`src/rtl/pipelined_datapath.sv`:
```
// pipelined_datapath: RD/EX/WB three-stage register-file, ALU and data-memory pipe.
// Optional DP_FWD_EN macro enables EX->RD forwarding of ALU results.
module pipelined_datapath #(
  parameter int DATA_W = 16,
  parameter int RF_AW  = 4,
  parameter int DM_AW  = 8
) (
  input  logic              Clock,
  input  logic              Reset_n,
  input  logic              In_Valid,
  input  logic [DM_AW-1:0]  D_Addr,
  input  logic              D_Wr,
  input  logic              RF_s,
  input  logic              RF_W_en,
  input  logic [RF_AW-1:0]  RF_W_Addr,
  input  logic [RF_AW-1:0]  RF_Ra_Addr,
  input  logic [RF_AW-1:0]  RF_Rb_Addr,
  input  logic [2:0]        ALU_Sel,
  output logic [DATA_W-1:0] ALU_inA,
  output logic [DATA_W-1:0] ALU_inB,
  output logic              Out_Valid,
  output logic [DATA_W-1:0] Out_Data,
  output logic              Flag_Z,
  output logic              Flag_N,
  output logic              Flag_C
);

  localparam int RF_N = 2 ** RF_AW;
  localparam int DM_N = 2 ** DM_AW;

  typedef enum logic [2:0] {
    ALU_ZERO, ALU_ADD, ALU_SUB, ALU_PASS,
    ALU_XOR,  ALU_OR,  ALU_AND, ALU_INC
  } alu_op_e;

  typedef struct packed {
    logic             valid;
    logic [DM_AW-1:0] d_addr;
    logic             d_wr;
    logic             rf_s;
    logic             w_en;
    logic [RF_AW-1:0] w_addr;
    alu_op_e          sel;
  } ex_ctl_t;

  typedef struct packed {
    logic              valid;
    logic              rf_s;
    logic              w_en;
    logic [RF_AW-1:0]  w_addr;
    logic [DATA_W-1:0] alu;
    logic              c;
    logic [DATA_W-1:0] mem;
  } wb_t;

  ex_ctl_t           ex_q, ex_d;
  wb_t               wb_q, wb_d;
  logic [DATA_W-1:0] ina_q, ina_d;
  logic [DATA_W-1:0] inb_q, inb_d;
  logic              flag_z_q, flag_z_d;
  logic              flag_n_q, flag_n_d;
  logic              flag_c_q, flag_c_d;

  logic [DATA_W-1:0] rf_q [RF_N];
  logic [DATA_W-1:0] mem   [DM_N];

  logic [DATA_W-1:0] rd_a, rd_b;
  logic [DATA_W-1:0] out_data;
  logic              wb_wr;
  logic [DATA_W:0]   wide;
  logic [DATA_W-1:0] alu_res;
  logic              alu_c;

  assign out_data = wb_q.rf_s ? wb_q.alu : wb_q.mem;
  assign wb_wr    = wb_q.valid && wb_q.w_en;

  // EX-stage ALU; the extra MSB carries carry-out or borrow
  always_comb begin
    wide = '0;
    unique case (ex_q.sel)
      ALU_ZERO: wide = '0;
      ALU_ADD:  wide = {1'b0, ina_q} + {1'b0, inb_q};
      ALU_SUB:  wide = {1'b0, ina_q} - {1'b0, inb_q};
      ALU_PASS: wide = {1'b0, ina_q};
      ALU_XOR:  wide = {1'b0, ina_q ^ inb_q};
      ALU_OR:   wide = {1'b0, ina_q | inb_q};
      ALU_AND:  wide = {1'b0, ina_q & inb_q};
      ALU_INC:  wide = {1'b0, ina_q} + (DATA_W+1)'(1);
    endcase
    alu_res = wide[DATA_W-1:0];
    alu_c   = wide[DATA_W];
  end

  // RD operand select: RF, then WB write-through, then EX forward
  always_comb begin
    rd_a = rf_q[RF_Ra_Addr];
    rd_b = rf_q[RF_Rb_Addr];
    if (wb_wr && wb_q.w_addr == RF_Ra_Addr) rd_a = out_data;
    if (wb_wr && wb_q.w_addr == RF_Rb_Addr) rd_b = out_data;
`ifdef DP_FWD_EN
    if (ex_q.valid && ex_q.w_en && ex_q.rf_s) begin
      if (ex_q.w_addr == RF_Ra_Addr) rd_a = alu_res;
      if (ex_q.w_addr == RF_Rb_Addr) rd_b = alu_res;
    end
`endif
  end

  // next-state for stage registers and flags
  always_comb begin
    ex_d       = ex_q;
    ex_d.valid = In_Valid;
    ina_d      = ina_q;
    inb_d      = inb_q;
    if (In_Valid) begin
      ex_d.d_addr = D_Addr;
      ex_d.d_wr   = D_Wr;
      ex_d.rf_s   = RF_s;
      ex_d.w_en   = RF_W_en;
      ex_d.w_addr = RF_W_Addr;
      ex_d.sel    = alu_op_e'(ALU_Sel);
      ina_d       = rd_a;
      inb_d       = rd_b;
    end
    wb_d.valid  = ex_q.valid;
    wb_d.rf_s   = ex_q.rf_s;
    wb_d.w_en   = ex_q.w_en;
    wb_d.w_addr = ex_q.w_addr;
    wb_d.alu    = alu_res;
    wb_d.c      = alu_c;
    wb_d.mem    = mem[ex_q.d_addr];
    flag_z_d = flag_z_q;
    flag_n_d = flag_n_q;
    flag_c_d = flag_c_q;
    if (wb_q.valid) begin
      flag_z_d = (wb_q.alu == '0);
      flag_n_d = wb_q.alu[DATA_W-1];
      flag_c_d = wb_q.c;
    end
  end

  // pipeline and flag registers
  always_ff @(posedge Clock) begin
    if (!Reset_n) begin
      ex_q     <= '0;
      ina_q    <= '0;
      inb_q    <= '0;
      wb_q     <= '0;
      flag_z_q <= 1'b0;
      flag_n_q <= 1'b0;
      flag_c_q <= 1'b0;
    end else begin
      ex_q     <= ex_d;
      ina_q    <= ina_d;
      inb_q    <= inb_d;
      wb_q     <= wb_d;
      flag_z_q <= flag_z_d;
      flag_n_q <= flag_n_d;
      flag_c_q <= flag_c_d;
    end
  end

  // register file: cleared on reset, written from WB
  always_ff @(posedge Clock) begin
    if (!Reset_n) begin
      for (int i = 0; i < RF_N; i++) rf_q[i] <= '0;
    end else if (wb_wr) begin
      rf_q[wb_q.w_addr] <= out_data;
    end
  end

  // data memory: contents survive reset, writes suppressed during it
  always_ff @(posedge Clock) begin
    if (Reset_n && ex_q.valid && ex_q.d_wr) mem[ex_q.d_addr] <= ina_q;
  end

  assign ALU_inA   = ina_q;
  assign ALU_inB   = inb_q;
  assign Out_Valid = wb_q.valid;
  assign Out_Data  = out_data;
  assign Flag_Z    = flag_z_q;
  assign Flag_N    = flag_n_q;
  assign Flag_C    = flag_c_q;

endmodule

```
`config.mk`:
```
export PLATFORM = sky130hd
export DESIGN_NAME = pipelined_datapath
export DESIGN_NICKNAME = d
export VERILOG_FILES = /design/src/rtl/pipelined_datapath.sv
export SDC_FILE = /design/constraint.sdc
export NUM_CORES = 2
export LEC_CHECK = 0
export BUFFER_PORTS_ARGS = -buffer_cell sky130_fd_sc_hd__buf_2
export CAP_MARGIN = 20
export CORE_MARGIN = 10
export CORE_UTILIZATION = 58
export CTS_BUF_LIST = sky130_fd_sc_hd__clkbuf_8 sky130_fd_sc_hd__clkbuf_16
export DETAILED_ROUTE_END_ITERATION = 8
export PLACE_DENSITY = 0.84
export SYNTH_ARGS = -nofsm -noshare
export SYNTH_HDL_FRONTEND = slang
export SYNTH_MEMORY_MAX_BITS = 65536
export SYNTH_SLANG_ARGS = --single-unit
```
`constraint.sdc`:
```
create_clock -name Clock -period 9.72 [get_ports Clock]
set_input_delay 1.944 -clock Clock [delete_from_list [all_inputs] [get_ports Clock]]
set_output_delay 1.944 -clock Clock [all_outputs]
set_load 0.005 [all_outputs]
```
==> run metrics <==
status finished, violations left; failing checks design-rule violations; Layout Skew between 0.07 and 0.08 ns; min-delay src ex_q[3]; post-synth net total between 9,000 and 10,000; via count just under 100k; number of antenna violations at the first check in global routing 31; post-place setup slack between 3 and 4 ns; post-CTS sizing 0; Final Max Slew Viols 0; worst min-delay path category reg2reg; Seq/Total Area, Yosys 75.3%; clk root buf clkbuf_16; Starting DRT DRC Count roughly 18,000; Routed WL 489 mm; CP Max Fanout 85; Worst Reg2Reg Path Length in Cells 8; Mapped Area 176,000 µm²; pin count of the biggest net entering global routing between 150 and 200; Max-cap violations 0; CP arrival around 6.3 ns; total track usage between 20% and 30%; EDFF count, synth between 4,000 and 5,000; CP Class reg2reg; gr ovfl total 0; Avg Inst Size Synth a little under 20 µm²; Leak Pwr between 60 and 70 nW; crit path capture type register; first-pass GRT wire length 699 mm; number of setup buffers added after CTS 0; slew margin rel. ~18%; Sink Count 4,446; CP startpoint kind register; Yosys reg bits ~4,400; Clk pin slew, worst setup/hold paths approximately 0.060 ns; distinct cell type count after synthesis between 50 and 60; die height between 500 and 600 µm; RSZ-0062 raised after global routing false; Remaining DRCs 2; area of the multi-input gates a little over 40,000 µm²; achievable frequency 183 MHz; register area 133,000 µm²; number of synthesis warnings 0; commonest non-fill, non-tap cell in the layout edfxtp_1; IO Port Bufs 80; num ports 81; non-filler cells, final ~14,000; Fin Setup TNS 0 ns; Detail Route Antenna Nets 0; RR Startpoint ex_q[11]; Area Growth Syn to Fin 11.7%; FF-to-FF setup slack 4.25 ns; Die Outline Area 326,000 µm²; vias in the first global route between 90,000 and 100k; worst setup margin between 4 and 5 ns; hold path depth 1; Placeable Area around 300,000 µm²; First-pass DRT Iterations 9; Initial Utilization roughly three fifths; Max IR drop VDD roughly 0.00016 V; vias per cell roughly 7; Primary FF master, synth edfxtp_1; hold_buf cts 0; Layout Nets about 9,500; Placed Cells around 13,000; Synth Instances between 9,000 and 10,000; Hold EP wb_q[33]; final count of hold timing violations 0; crit share post-route around 56%; fill cell count about 18,000; CTS Buffer Depth 4; Final setup viols 0; worst-margin pin slew ~1.2 ns; commonest non-fill, non-tap cells in the layout 4,352 x edfxtp_1, 896 x mux4_2, 662 x mux2i_1, 635 x nor2_1, 437 x buf_4; share of post-route cells with drive strength above 1 between 20 and 25%; die width about 570 µm; Pwr per Cell Area between 200 and 250 nW/µm²; H-tree depth 5; FFs w/ async S/R, synth 0%; Post-DP HPWL 277 mm; CTS tree done; Worst-Skew Late Latency about 1 ns; WL per Instance about 35 µm; Tot Pwr about 40 mW; Inserted Clock Buffers around 420; CP required ~11 ns; post-layout min period 5.47 ns; Routability Congestion 0.895; Rows 202; reg-to-reg endpoint wb_q[12]
==> state kept, by name (all words and copies together) (netlist names) <==
name,count
ALU_inA,16
ALU_inB,16
Flag_C,1
Flag_N,1
Flag_Z,1
Out_Valid,1
ex_q,19
mem,4096
rf_q,256
wb_q,39
==> Yosys cell counts (7+ instances only) <==
library cell | number | area share [%]
edfxtp_1 | 4352 | 74
mux2_2 | 17 | 0.11
nor4_1 | 56 | 0.20
o311a_1 | 16 | 0.091
or3_1 | 18 | 0.064
a41o_1 | 32 | 0.18
a222oi_1 | 9 | 0.051
buf_4 | 33 | 0.14
nand2_1 | 312 | 0.67
and2_1 | 13 | 0.046
a22oi_1 | 183 | 0.78
nor3_1 | 43 | 0.12
o211a_1 | 32 | 0.18
a311oi_1 | 17 | 0.085
ha_1 | 51 | 0.36
a31oi_1 | 18 | 0.064
a211oi_1 | 81 | 0.35
xnor2_1 | 23 | 0.11
nand2b_1 | 10 | 0.036
inv_1 | 59 | 0.13
o22ai_1 | 177 | 0.63
nor3b_1 | 7 | 0.030
o211ai_1 | 19 | 0.081
a221oi_1 | 33 | 0.16
nor2b_1 | 151 | 0.54
nor2_1 | 640 | 1.4
o21ai_0 | 64 | 0.18
nand4_1 | 22 | 0.078
a22o_1 | 17 | 0.085
mux4_2 | 896 | 11
a21oi_1 | 145 | 0.41
dfxtp_1 | 94 | 1.1
clkbuf_1 | 279 | 0.59
mux2i_1 | 674 | 3.8
or2_2 | 36 | 0.13
o21bai_1 | 18 | 0.077
buf_2 | 194 | 0.55
buf_6 | 13 | 0.083
buf_1 | 47 | 0.10
nand3_1 | 84 | 0.24
a2111o_1 | 16 | 0.10
==> per-layer routing <==
metal  track usage, %  part of all wire [%]
met5                0                 0.039
met4             15.1                   6.4
met3             8.26                    14
met2             46.6                    48
met1             37.6                    32
==> power by group <==
| group | internal, mW | leakage (nW) | switching, mW |
|---|---|---|---|
| Clock | 9.03 | 6.98 | 7.21 |
| Combinational | 0.798 | 15.0 | 1.68 |
| Sequential | 21.2 | 41.2 | 0.148 |
| Total | 31.1 | 63.2 | 9.04 |
==> cells by family (layout without fill, tap and decap cells) <==
group | after synthesis | in the layout | share of synthesized area [%]
flip-flops | 4446 | 4446 | 75.3
multiplexers | 1587 | 1587 | 15.4
AND/OR/NAND/NOR | 1405 | 1405 | 3.57
AO/OA/AOI/OAI | 899 | 899 | 3.61
buffers and inverters | 625 | 1387 | 1.60
adder cells (fa/ha/maj) | 52 | 52 | 0.374
XOR/XNOR | 27 | 27 | 0.134
other | 0 | 22 | 0
==> how the worst max path moves through the flow <==
stage	from	to	slack [ns]	cells after the start
after floorplan	ALU_inA[1]	wb_q[16]	3.68	9
after global placement	Reset_n	mem[227][3]	3.85	7
after detailed placement	Reset_n	mem[88][3]	3.93	7
after CTS	wb_q[38]	Out_Data[11]	4.62	4
after global routing	ex_q[11]	wb_q[12]	4.29	8
final	ex_q[11]	wb_q[12]	4.25	8
==> cell type report <==
cell class	instances	share of cell area, %
Antenna cell	22	0.0280
Tap cell	3978	2.53
Sequential cell	4446	67.5
Clock buffer	437	5.46
Timing Repair Buffer	560	2.24
Clock inverter	331	1.43
Multi-Input combinational cell	3970	20.7
Inverter	59	0.113
==> worst max-delay path, stage by stage, from the launching register on <==
cell and delay [ns]:
dfxtp_4 0.92, buf_12 0.53, buf_4 0.73, mux4_2 0.42, a22oi_1 0.33, a21oi_1 0.24, nor4_2 0.95, nand3_1 0.69
o311a_1 0.38
==> per-stage QoR <==
stage	utilization [%]	hold slack (ns)	cell area (µm²)
5_1_grt	65.0	0.486	197000
6_report	65.0	0.465	197000
2_1_floorplan	-	0.429	176000
3_5_place_dp	60.4	0.455	183000
3_3_place_gp	60.3	0.445	182000
4_1_cts	64.9	0.468	196000
(Power assumes the default switching activity.)
